$ cat config.mk
export PLATFORM = sky130hd
export DESIGN_NAME = ifetch_queue
export DESIGN_NICKNAME = d
export VERILOG_FILES = /design/src/rtl/ifetch_queue.sv
export SDC_FILE = /design/constraint.sdc
export NUM_CORES = 1
export LEC_CHECK = 0
export ABC_AREA = 1
export CORE_UTILIZATION = 60
export CTS_BUF_LIST = sky130_fd_sc_hd__clkbuf_8
export CTS_CLUSTER_DIAMETER = 80
export DETAILED_ROUTE_END_ITERATION = 6
export DONT_BUFFER_PORTS = 1
export MAX_ROUTING_LAYER = met4
export PLACE_DENSITY = 0.89
export SYNTH_ARGS = -nofsm -noshare
export SYNTH_HDL_FRONTEND = slang
export SYNTH_SLANG_ARGS = --single-unit
$ cat constraint.sdc
create_clock -name clk -period 4.4 [get_ports clk]
set_input_delay 0.44 -clock clk [delete_from_list [all_inputs] [get_ports clk]]
set_output_delay 0.44 -clock clk [all_outputs]
set_load 0.005 [all_outputs]
$ cat src/rtl/ifetch_queue.sv
// -----------------------------------------------------------------------------
// ifetch_queue
//
// Decoupled instruction-fetch stage. It owns the PC and issues one word fetch at
// a time to instruction memory over a req/gnt/rvalid handshake. Returned words
// are buffered in a DEPTH-entry FIFO that feeds ID over a valid/ready handshake.
//
// ERET, exception and branch redirects retarget the PC and flush the queue. A
// response that is still in flight when the redirect happens is discarded.
//
// A PC that is misaligned or outside [TEXT_LO, TEXT_HI] is never fetched.
// Instead, an AdEL entry (ExcCode 4, instr 0) is queued and fetching halts until
// the next redirect.
//
// Ports
//   clk, reset         rising-edge clock; asynchronous active-low reset
//   redir_epc, epc     ERET redirect and its target (highest priority)
//   redir_exc          exception redirect to HANDLER_PC
//   redir_br,br_target branch/jump redirect and its target (lowest priority)
//   imem_req/addr      fetch request and word address
//   imem_gnt           request accepted this cycle
//   imem_rvalid/rdata  one response per grant, at least one cycle later
//   id_valid/id_ready  queue head handshake toward ID
//   id_pc/instr/exccode head entry fields (all zero while the queue is empty)
//   q_count            current queue occupancy
// -----------------------------------------------------------------------------
module ifetch_queue #(
  parameter int unsigned DEPTH      = 4,
  parameter logic [31:0] RESET_PC   = 32'h0000_3000,
  parameter logic [31:0] HANDLER_PC = 32'h0000_4180,
  parameter logic [31:0] TEXT_LO    = 32'h0000_3000,
  parameter logic [31:0] TEXT_HI    = 32'h0000_4FFF
) (
  input  logic                       clk,
  input  logic                       reset,
  input  logic                       redir_epc,
  input  logic [31:0]                epc,
  input  logic                       redir_exc,
  input  logic                       redir_br,
  input  logic [31:0]                br_target,
  output logic                       imem_req,
  output logic [31:0]                imem_addr,
  input  logic                       imem_gnt,
  input  logic                       imem_rvalid,
  input  logic [31:0]                imem_rdata,
  output logic                       id_valid,
  input  logic                       id_ready,
  output logic [31:0]                id_pc,
  output logic [31:0]                id_instr,
  output logic [4:0]                 id_exccode,
  output logic [$clog2(DEPTH+1)-1:0] q_count
);

  localparam int unsigned CNT_W = $clog2(DEPTH + 1);
  localparam int unsigned PTR_W = $clog2(DEPTH);
  localparam logic [4:0]  EXC_ADEL = 5'd4;

  typedef enum logic [1:0] {
    S_ISSUE,  // may request pc_q
    S_WAIT,   // one grant outstanding, response will be queued
    S_DRAIN,  // one grant outstanding, response will be dropped
    S_HALT    // AdEL queued, wait for a redirect
  } state_e;

  typedef struct packed {
    logic [31:0] pc;
    logic [31:0] instr;
    logic [4:0]  exccode;
  } entry_t;

  state_e             state_q, state_d;
  logic [31:0]        pc_q, pc_d;
  logic [31:0]        req_pc_q, req_pc_d;
  logic [PTR_W-1:0]   wr_ptr_q, wr_ptr_d;
  logic [PTR_W-1:0]   rd_ptr_q, rd_ptr_d;
  logic [CNT_W-1:0]   count_q, count_d;
  entry_t             mem_q [DEPTH];

  logic               redirect;
  logic [31:0]        redir_target;
  logic               pc_legal;
  logic               not_full;
  logic               can_req;
  logic               grant;
  logic               push_raw;
  logic               push;
  logic               pop;
  entry_t             push_entry;
  entry_t             head;

  // Redirect target, ERET over exception over branch.
  always_comb begin
    redir_target = br_target;
    if (redir_epc)      redir_target = epc;
    else if (redir_exc) redir_target = HANDLER_PC;
  end

  assign redirect = redir_epc | redir_exc | redir_br;
  assign pc_legal = (pc_q[1:0] == 2'b00) && (pc_q >= TEXT_LO) && (pc_q <= TEXT_HI);
  assign not_full = count_q < CNT_W'(DEPTH);
  assign can_req  = (state_q == S_ISSUE) && pc_legal && not_full;

  // A redirect withdraws the request unless memory grants it in the same cycle.
  // In that case the grant stands, and its response is drained later.
  // The reset term only keeps the port quiet while reset is held; the state
  // flops are already forced by the asynchronous reset.
  assign imem_req  = reset && can_req && (!redirect || imem_gnt);
  assign grant     = can_req && (!redirect || imem_gnt) && imem_gnt;
  assign imem_addr = pc_q;

  // Fetch FSM: next state, PC and queue push.
  always_comb begin
    // NOTE: every signal written here gets a default first, so no path can
    // leave one unassigned and infer a latch.
    state_d    = state_q;
    pc_d       = pc_q;
    req_pc_d   = req_pc_q;
    push_raw   = 1'b0;
    push_entry = '0;

    case (state_q)
      S_ISSUE: begin
        if (grant) begin
          req_pc_d = pc_q;
          pc_d     = pc_q + 32'd4;
          state_d  = S_WAIT;
        end else if (!pc_legal && not_full) begin
          push_raw   = 1'b1;
          push_entry = '{pc: pc_q, instr: 32'h0, exccode: EXC_ADEL};
          state_d    = S_HALT;
        end
      end
      S_WAIT: begin
        if (imem_rvalid) begin
          push_raw   = 1'b1;
          push_entry = '{pc: req_pc_q, instr: imem_rdata, exccode: 5'd0};
          state_d    = S_ISSUE;
        end
      end
      S_DRAIN: begin
        if (imem_rvalid) state_d = S_ISSUE;
      end
      S_HALT: begin
        state_d = S_HALT;
      end
      default: state_d = S_ISSUE;
    endcase

    // A redirect overrides the PC. It also decides whether a grant is still
    // owed a response, in which case the next state is DRAIN.
    if (redirect) begin
      pc_d = redir_target;
      case (state_q)
        S_ISSUE:         state_d = grant ? S_DRAIN : S_ISSUE;
        S_WAIT, S_DRAIN: state_d = imem_rvalid ? S_ISSUE : S_DRAIN;
        default:         state_d = S_ISSUE;
      endcase
    end
  end

  // Queue bookkeeping. A redirect flushes the queue and cancels this cycle's
  // push and pop.
  assign id_valid = (count_q != '0);
  assign push     = push_raw && !redirect;
  assign pop      = id_valid && id_ready && !redirect;

  always_comb begin
    wr_ptr_d = wr_ptr_q;
    rd_ptr_d = rd_ptr_q;
    count_d  = count_q;
    if (redirect) begin
      wr_ptr_d = '0;
      rd_ptr_d = '0;
      count_d  = '0;
    end else begin
      if (push) wr_ptr_d = wr_ptr_q + PTR_W'(1);
      if (pop)  rd_ptr_d = rd_ptr_q + PTR_W'(1);
      case ({push, pop})
        2'b10:   count_d = count_q + CNT_W'(1);
        2'b01:   count_d = count_q - CNT_W'(1);
        default: count_d = count_q;
      endcase
    end
  end

  // NOTE: state flops use non-blocking assignments so that every flop samples
  // pre-edge values, whatever order the blocks are evaluated in.
  always_ff @(posedge clk or negedge reset) begin
    if (!reset) begin
      state_q  <= S_ISSUE;
      pc_q     <= RESET_PC;
      req_pc_q <= '0;
      wr_ptr_q <= '0;
      rd_ptr_q <= '0;
      count_q  <= '0;
    end else begin
      state_q  <= state_d;
      pc_q     <= pc_d;
      req_pc_q <= req_pc_d;
      wr_ptr_q <= wr_ptr_d;
      rd_ptr_q <= rd_ptr_d;
      count_q  <= count_d;
    end
  end

  // NOTE: queue storage is deliberately not reset. An entry is only read once
  // count_q says it was written, and the outputs are zeroed while the queue is
  // empty.
  always_ff @(posedge clk) begin
    if (push) mem_q[wr_ptr_q] <= push_entry;
  end

  assign head       = mem_q[rd_ptr_q];
  assign id_pc      = id_valid ? head.pc      : 32'h0;
  assign id_instr   = id_valid ? head.instr   : 32'h0;
  assign id_exccode = id_valid ? head.exccode : 5'd0;
  assign q_count    = count_q;

endmodule
==> summary.md <==
| Metric | Value |
|---|---|
| Clock Power Share | `40.6%` |
| Synth Instances | `1362` |
| Leakage | `6.20 nW` |
| Post-route DRC | `0` |
| Commonest non-fill, non-tap cell in the layout | `nor2_1` |
| Drt via density | `5.77` |
| Worst vdd ir | `0.253 mV` |
| Share of layout cells above drive strength 1 | `8.72%` |
| Initial antenna violation count | `3` |
| Root buffer cell | `clkbuf_8` |
| Rows | `56` |
| Final Skew | `0.0169 ns` |
| IO Pins | `210` |
| Min-delay worst type | `in -> reg` |
| Total GRT Usage | `27.1%` |
| Mapped Avg Cell Area | `10.6 um^2` |
| Design area | `15700 um^2` |
| Outcome | `complete, no violations` |
| Pwr/cell area | `418 nW/um^2` |
| CTS Sinks | `333` |
| Crit share post-route | `79.6%` |
| CTS Buf Count | `51` |
| Cell internal pwr | `5.07 mW` |
| Number of max-cap violations | `0` |
| Pins Over Slew Limit | `0` |
| Layout fillers | `1688` |
| Setup_tns | `0 ns` |
| CTS hold repair buffers | `4` |
| Area Overhead vs Synth | `9.24%` |
| Critical path required time | `3.96 ns` |
| Setup Viol. Count Final | `0` |
| Max Fclk | `286 MHz` |
| Clock buffer depth | `3` |
| Startpoint class of the critical path | `flip-flop` |
| Clock Latency Late Sink | `0.55 ns` |
| Critical setup path kind | `reg -> out` |
| Setup Fix Bufs, Post-CTS | `0` |
| GPL Wtd Cong | `0.951` |
| Placed cell area | `14600 um^2` |
| Post-synth EDFFs | `260` |
| Die area | `24600 um^2` |
| Switching Share | `22.8%` |
| ANT nets after route | `0` |
| P_sw | `1.50 mW` |
| Die X | `157 um` |
| Via count | `9860` |
| Distinct cells, synth | `45` |
| Core Region | `23500 um^2` |
| Initial Util | `61.3%` |
| Port bufs | `0` |
| Sequential share of power | `53.8%` |
| Crit path capture type | `primary output` |
| CTS-repair resized insts | `0` |
| Slew @ Worst Pin | `1.03 ns` |
| Die Y | `157 um` |
| Synth Warn # | `0` |
| Hold Vio Cnt, Final | `0` |
| First-pass GRT wire length | `49400 um` |
| Largest net degree at the start of global routing | `95` |
| Routed len/inst | `19.0 um` |
| Post-synth ARST share | `21.9%` |
| Logic pwr share | `5.6%` |
| DP Wirelength | `19200 um` |
| Grt ovf | `0` |
| Number of global-route vias before repair | `9613` |
| Unrepaired setup endpoints after global routing | `no` |
| Nets | `1462` |
| TritonCTS clock tree | `built` |
| FF+latch count, synth | `333` |
| H-tree depth | `2` |
| Cell Area, Synth | `14400 um^2` |
| CTS clock-pin slew for the worst setup and hold paths | `0.06 ns` |
| Overall power | `6.58 mW` |
| Max FO, Critical Path | `74` |
| Final Critical Period | `3.50 ns` |
| CP Data Arrival Time | `3.06 ns` |
| Most frequent cells in the layout | `310 x nor2_1, 260 x edfxtp_1, 197 x o21ai_0` |
| Synth Flop Type | `edfxtp_1` |
| Sequential-to-total area share from yosys stat | `67.0%` |
| Slew HR | `31.5%` |
| DR iter-0 viols | `850` |
| DRT Pass-1 Iters | `5` |
| Post-Route WL | `32400 um` |
[final timing paths]
| kind | startpoint | end | slack (ns) | cells past startpoint |
|---|---|---|---|---|
| min in group asynchronous | reset | q_count[1]$_DFFE_PN0P_ | 0.44 | 2 |
| hold / removal | br_target[17] | imem_addr[17]$_DFFE_PN0P_ | 0.1 | 2 |
| setup reg to reg | state_q[1]$_DFFE_PN0P_ | mem_q[2][57]$_DFFE_PP_ | 1.21 | 9 |
| setup / recovery | rd_ptr_q[0]$_DFFE_PN0P_ | id_instr[13] | 0.90 | 4 |
| max in group asynchronous | reset | rd_ptr_q[0]$_DFFE_PN0P_ | 3.65 | 2 |
| hold reg to reg | req_pc_q[25]$_DFFE_PN0P_ | req_pc_q[25]$_DFFE_PN0P_ | 0.47 | 2 |
[layout make-up]
cell class / instances / area (um^2) / area share (%)
flip-flops and latches: 333 / 9640 / 61.3
multi-input cells: 833 / 3980 / 25.3
clock buffers: 54 / 743 / 4.73
inverters: 111 / 419 / 2.67
well taps: 319 / 399 / 2.54
clock inverters: 39 / 330 / 2.10
repair buffers: 18 / 200 / 1.27
diodes: 3 / 7.51 / 0.0477
[Yosys cell counts (2+ instances only)]
cell | number | area share [%]
buf_2 | 19 | 0.66
nand3_1 | 25 | 0.87
a31oi_1 | 4 | 0.17
buf_1 | 4 | 0.10
inv_2 | 3 | 0.078
a32o_1 | 12 | 0.83
nor2_1 | 314 | 8.2
xor2_1 | 5 | 0.30
ha_1 | 10 | 0.87
nor2_2 | 2 | 0.087
inv_1 | 107 | 2.8
dfstp_2 | 2 | 0.37
nor3_1 | 3 | 0.10
nand3_2 | 2 | 0.14
nor2_4 | 2 | 0.16
nand2_2 | 2 | 0.087
clkbuf_1 | 56 | 1.5
edfxtp_1 | 260 | 54
a21oi_1 | 74 | 2.6
a22oi_1 | 22 | 1.1
buf_6 | 4 | 0.31
nand2_1 | 120 | 3.1
nand4_1 | 3 | 0.13
buf_4 | 4 | 0.21
o211ai_1 | 2 | 0.10
o21ai_1 | 14 | 0.49
dfrtp_1 | 71 | 12
or2_2 | 2 | 0.087
o21ai_0 | 197 | 6.8
o22ai_1 | 2 | 0.087
[power by group through the flow]
stage	clock (mW)	sequential (mW)	combinational (mW)
finish	2.67	3.54	0.367
global route	2.84	3.54	0.407
CTS	2.71	3.54	0.363
detailed placement	0	3.60	0.341
global placement	0	3.60	0.330
floorplan	0	3.58	0.253
[worst max-delay path, cell delays in order, from the launching register on]
cell and delay (ns):
dfrtp_4 0.69, clkinv_2 0.70, buf_4 0.60, o21ai_0 0.32, a21oi_1 0.15
[metal layers]
metal  GRT usage, %  vias up  share of wire [%]  wire length (um)
met3           7.48       69                9.1              2960
met4           9.24        0                2.4               794
met1           32.6     4700                 40             13000
met2           44.1      470                 48             15700
li1               -     4621                  -                 -
met5              -        -                  0                 0
[state kept, by name, summed over array words and instances, names as in the netlist]
register,cells
wr_ptr_q,2
q_count,3
state_q,2
mem_q,260
rd_ptr_q,2
imem_addr,32
req_pc_q,32
[metrics by stage]
| stage | hold WS, ns | std cells | setup slack, ns | utilization, % |
|---|---|---|---|---|
| global placement | 0.146 | 1610 | 1.29 | 62.1 |
| global route | 0.0914 | 1710 | 0.616 | 67.0 |
| detailed placement | 0.146 | 1610 | 1.18 | 62.1 |
| CTS | 0.0665 | 1707 | 0.850 | 67.0 |
| finish | 0.0964 | 1710 | 0.899 | 67.0 |
| floorplan | 0.144 | 1365 | -0.309 | - |
[cells by family after synthesis]
| kind of cell | after synthesis | synth area share [%] |
|---|---|---|
| AOI/OAI and AO/OA | 335 | 12.8 |
| adders and majority gates | 10 | 0.869 |
| xor gates and xnor gates | 6 | 0.365 |
| and+or+nand+nor | 478 | 13.3 |
| DFF | 333 | 67.0 |
| other | 1 | 0.0261 |
| buffers and inverters | 199 | 5.68 |
(Power assumes the default switching activity.)
==> patch: new RTL, same flow settings <==
Change the parameter `DEPTH` from 4 to 8.
--- a/src/rtl/ifetch_queue.sv
+++ b/src/rtl/ifetch_queue.sv
@@ -26,5 +26,5 @@
 // -----------------------------------------------------------------------------
 module ifetch_queue #(
-  parameter int unsigned DEPTH      = 4,
+  parameter int unsigned DEPTH      = 8,
   parameter logic [31:0] RESET_PC   = 32'h0000_3000,
   parameter logic [31:0] HANDLER_PC = 32'h0000_4180,
Interface: changed (resized q_count); port bits go from 210 to 211. No check against the original RTL was run, so the function may have changed too.
==> patch against the unedited design <==
- the run now ends with design-rule violations left
- first-iteration DRC count up 120%
- sequential cell count up 263
- cell area up 72%
- area after synthesis up 70%
- total power up 68%
- wire length up 82%
- non-clock buffer count up 42
- worst setup slack worse by 460 ps
- largest power group unchanged
- highest routed layer unchanged
==> patch: results (changes against the unedited design) <==
The run finished, with violations left. The final reports fail on design-rule violations. The worst hold slack was 41.00 ps (-55.45 ps). The power after layout is 11,040 uW (+68%). The number of antenna violations at the first check in global routing was 1 (-2).

For the worst setup timing slack at the placement stage, the log shows 1214 ps (+36.38 ps). The mean instance size in the synthesized netlist came out at 11.80 um2 (+12%). The instance count after placement with tap cells included was 2,494 (+55%); the DRC violation count after routing was 15 (+15). The switching share of power was 23.56% (+0.72 points); the number of library cell types mapped by synthesis was 46 (+2.2%). The met2 layer usage reported by global route is 46.09% (+2.0 points), and the number of clock buffers inserted by TritonCTS is 90 (+76%). The adder-cell share of the synthesized area works out to 0.4600% (-0.41 points). The run gives 32.13 mm (+67%) as the sum of net half-perimeters after detailed placement. Number of H-tree levels: 3 (+1).

The delay of the slowest cell on the worst path is 750 ps (+50 ps). The via density per instance works out to 6.230 (+8.0%). The tools report the worst setup skew after layout as 25.75 ps (+8.862 ps).

By area the synthesized netlist is led by sky130_fd_sc_hd__edfxtp_1, sky130_fd_sc_hd__o21ai_0, sky130_fd_sc_hd__dfrtp_1. The run gives 32 (+28) as the cts-stage hold buffer count. The placer congestion estimate is 0.8667 (-8.8%). The run gives 1,902 (+120%) as the initial DRC count.

The met2 wire length is 28.30 mm (+80%). Length of routed met3 wiring: 6.897 mm (+130%). The async set-reset flop share out of synthesis came out at 12.75% (-9.2 points). The total of fill cells in the finished design was 2,601 (+54%); the global-route wire length before repair was 89.62 mm (+82%). The fraction of final layout cells with drive strength greater than 1 is 8.696% (-0.022 points), and the number of cells on the worst reg-to-reg path is 11 (+2). Critical path endpoint: id_instr[26]. The via count is 16,750 (+70%).
## patch: worst register-to-register path: stages (launching register included)
cell and delay (ps):
sky130_fd_sc_hd__dfrtp_1 410, sky130_fd_sc_hd__inv_1 90, sky130_fd_sc_hd__ha_1 210, sky130_fd_sc_hd__inv_1 70
sky130_fd_sc_hd__nor2_2 240, sky130_fd_sc_hd__o21ai_4 230, sky130_fd_sc_hd__nand2_2 170, sky130_fd_sc_hd__clkinv_2 80
sky130_fd_sc_hd__nor2_1 180, sky130_fd_sc_hd__inv_2 170, sky130_fd_sc_hd__nor4_4 690, sky130_fd_sc_hd__buf_4 350
## patch: cell type report
cell class / count / share of cell area (%)
Tap cell: 525 / 2.436
Clock inverter: 70 / 1.327
Multi-Input combinational cell: 1232 / 22.43
Sequential cell: 596 / 64.99
Inverter: 113 / 1.624
Timing Repair Buffer: 60 / 2.542
Antenna cell: 1 / 0.009279
Clock buffer: 91 / 4.644
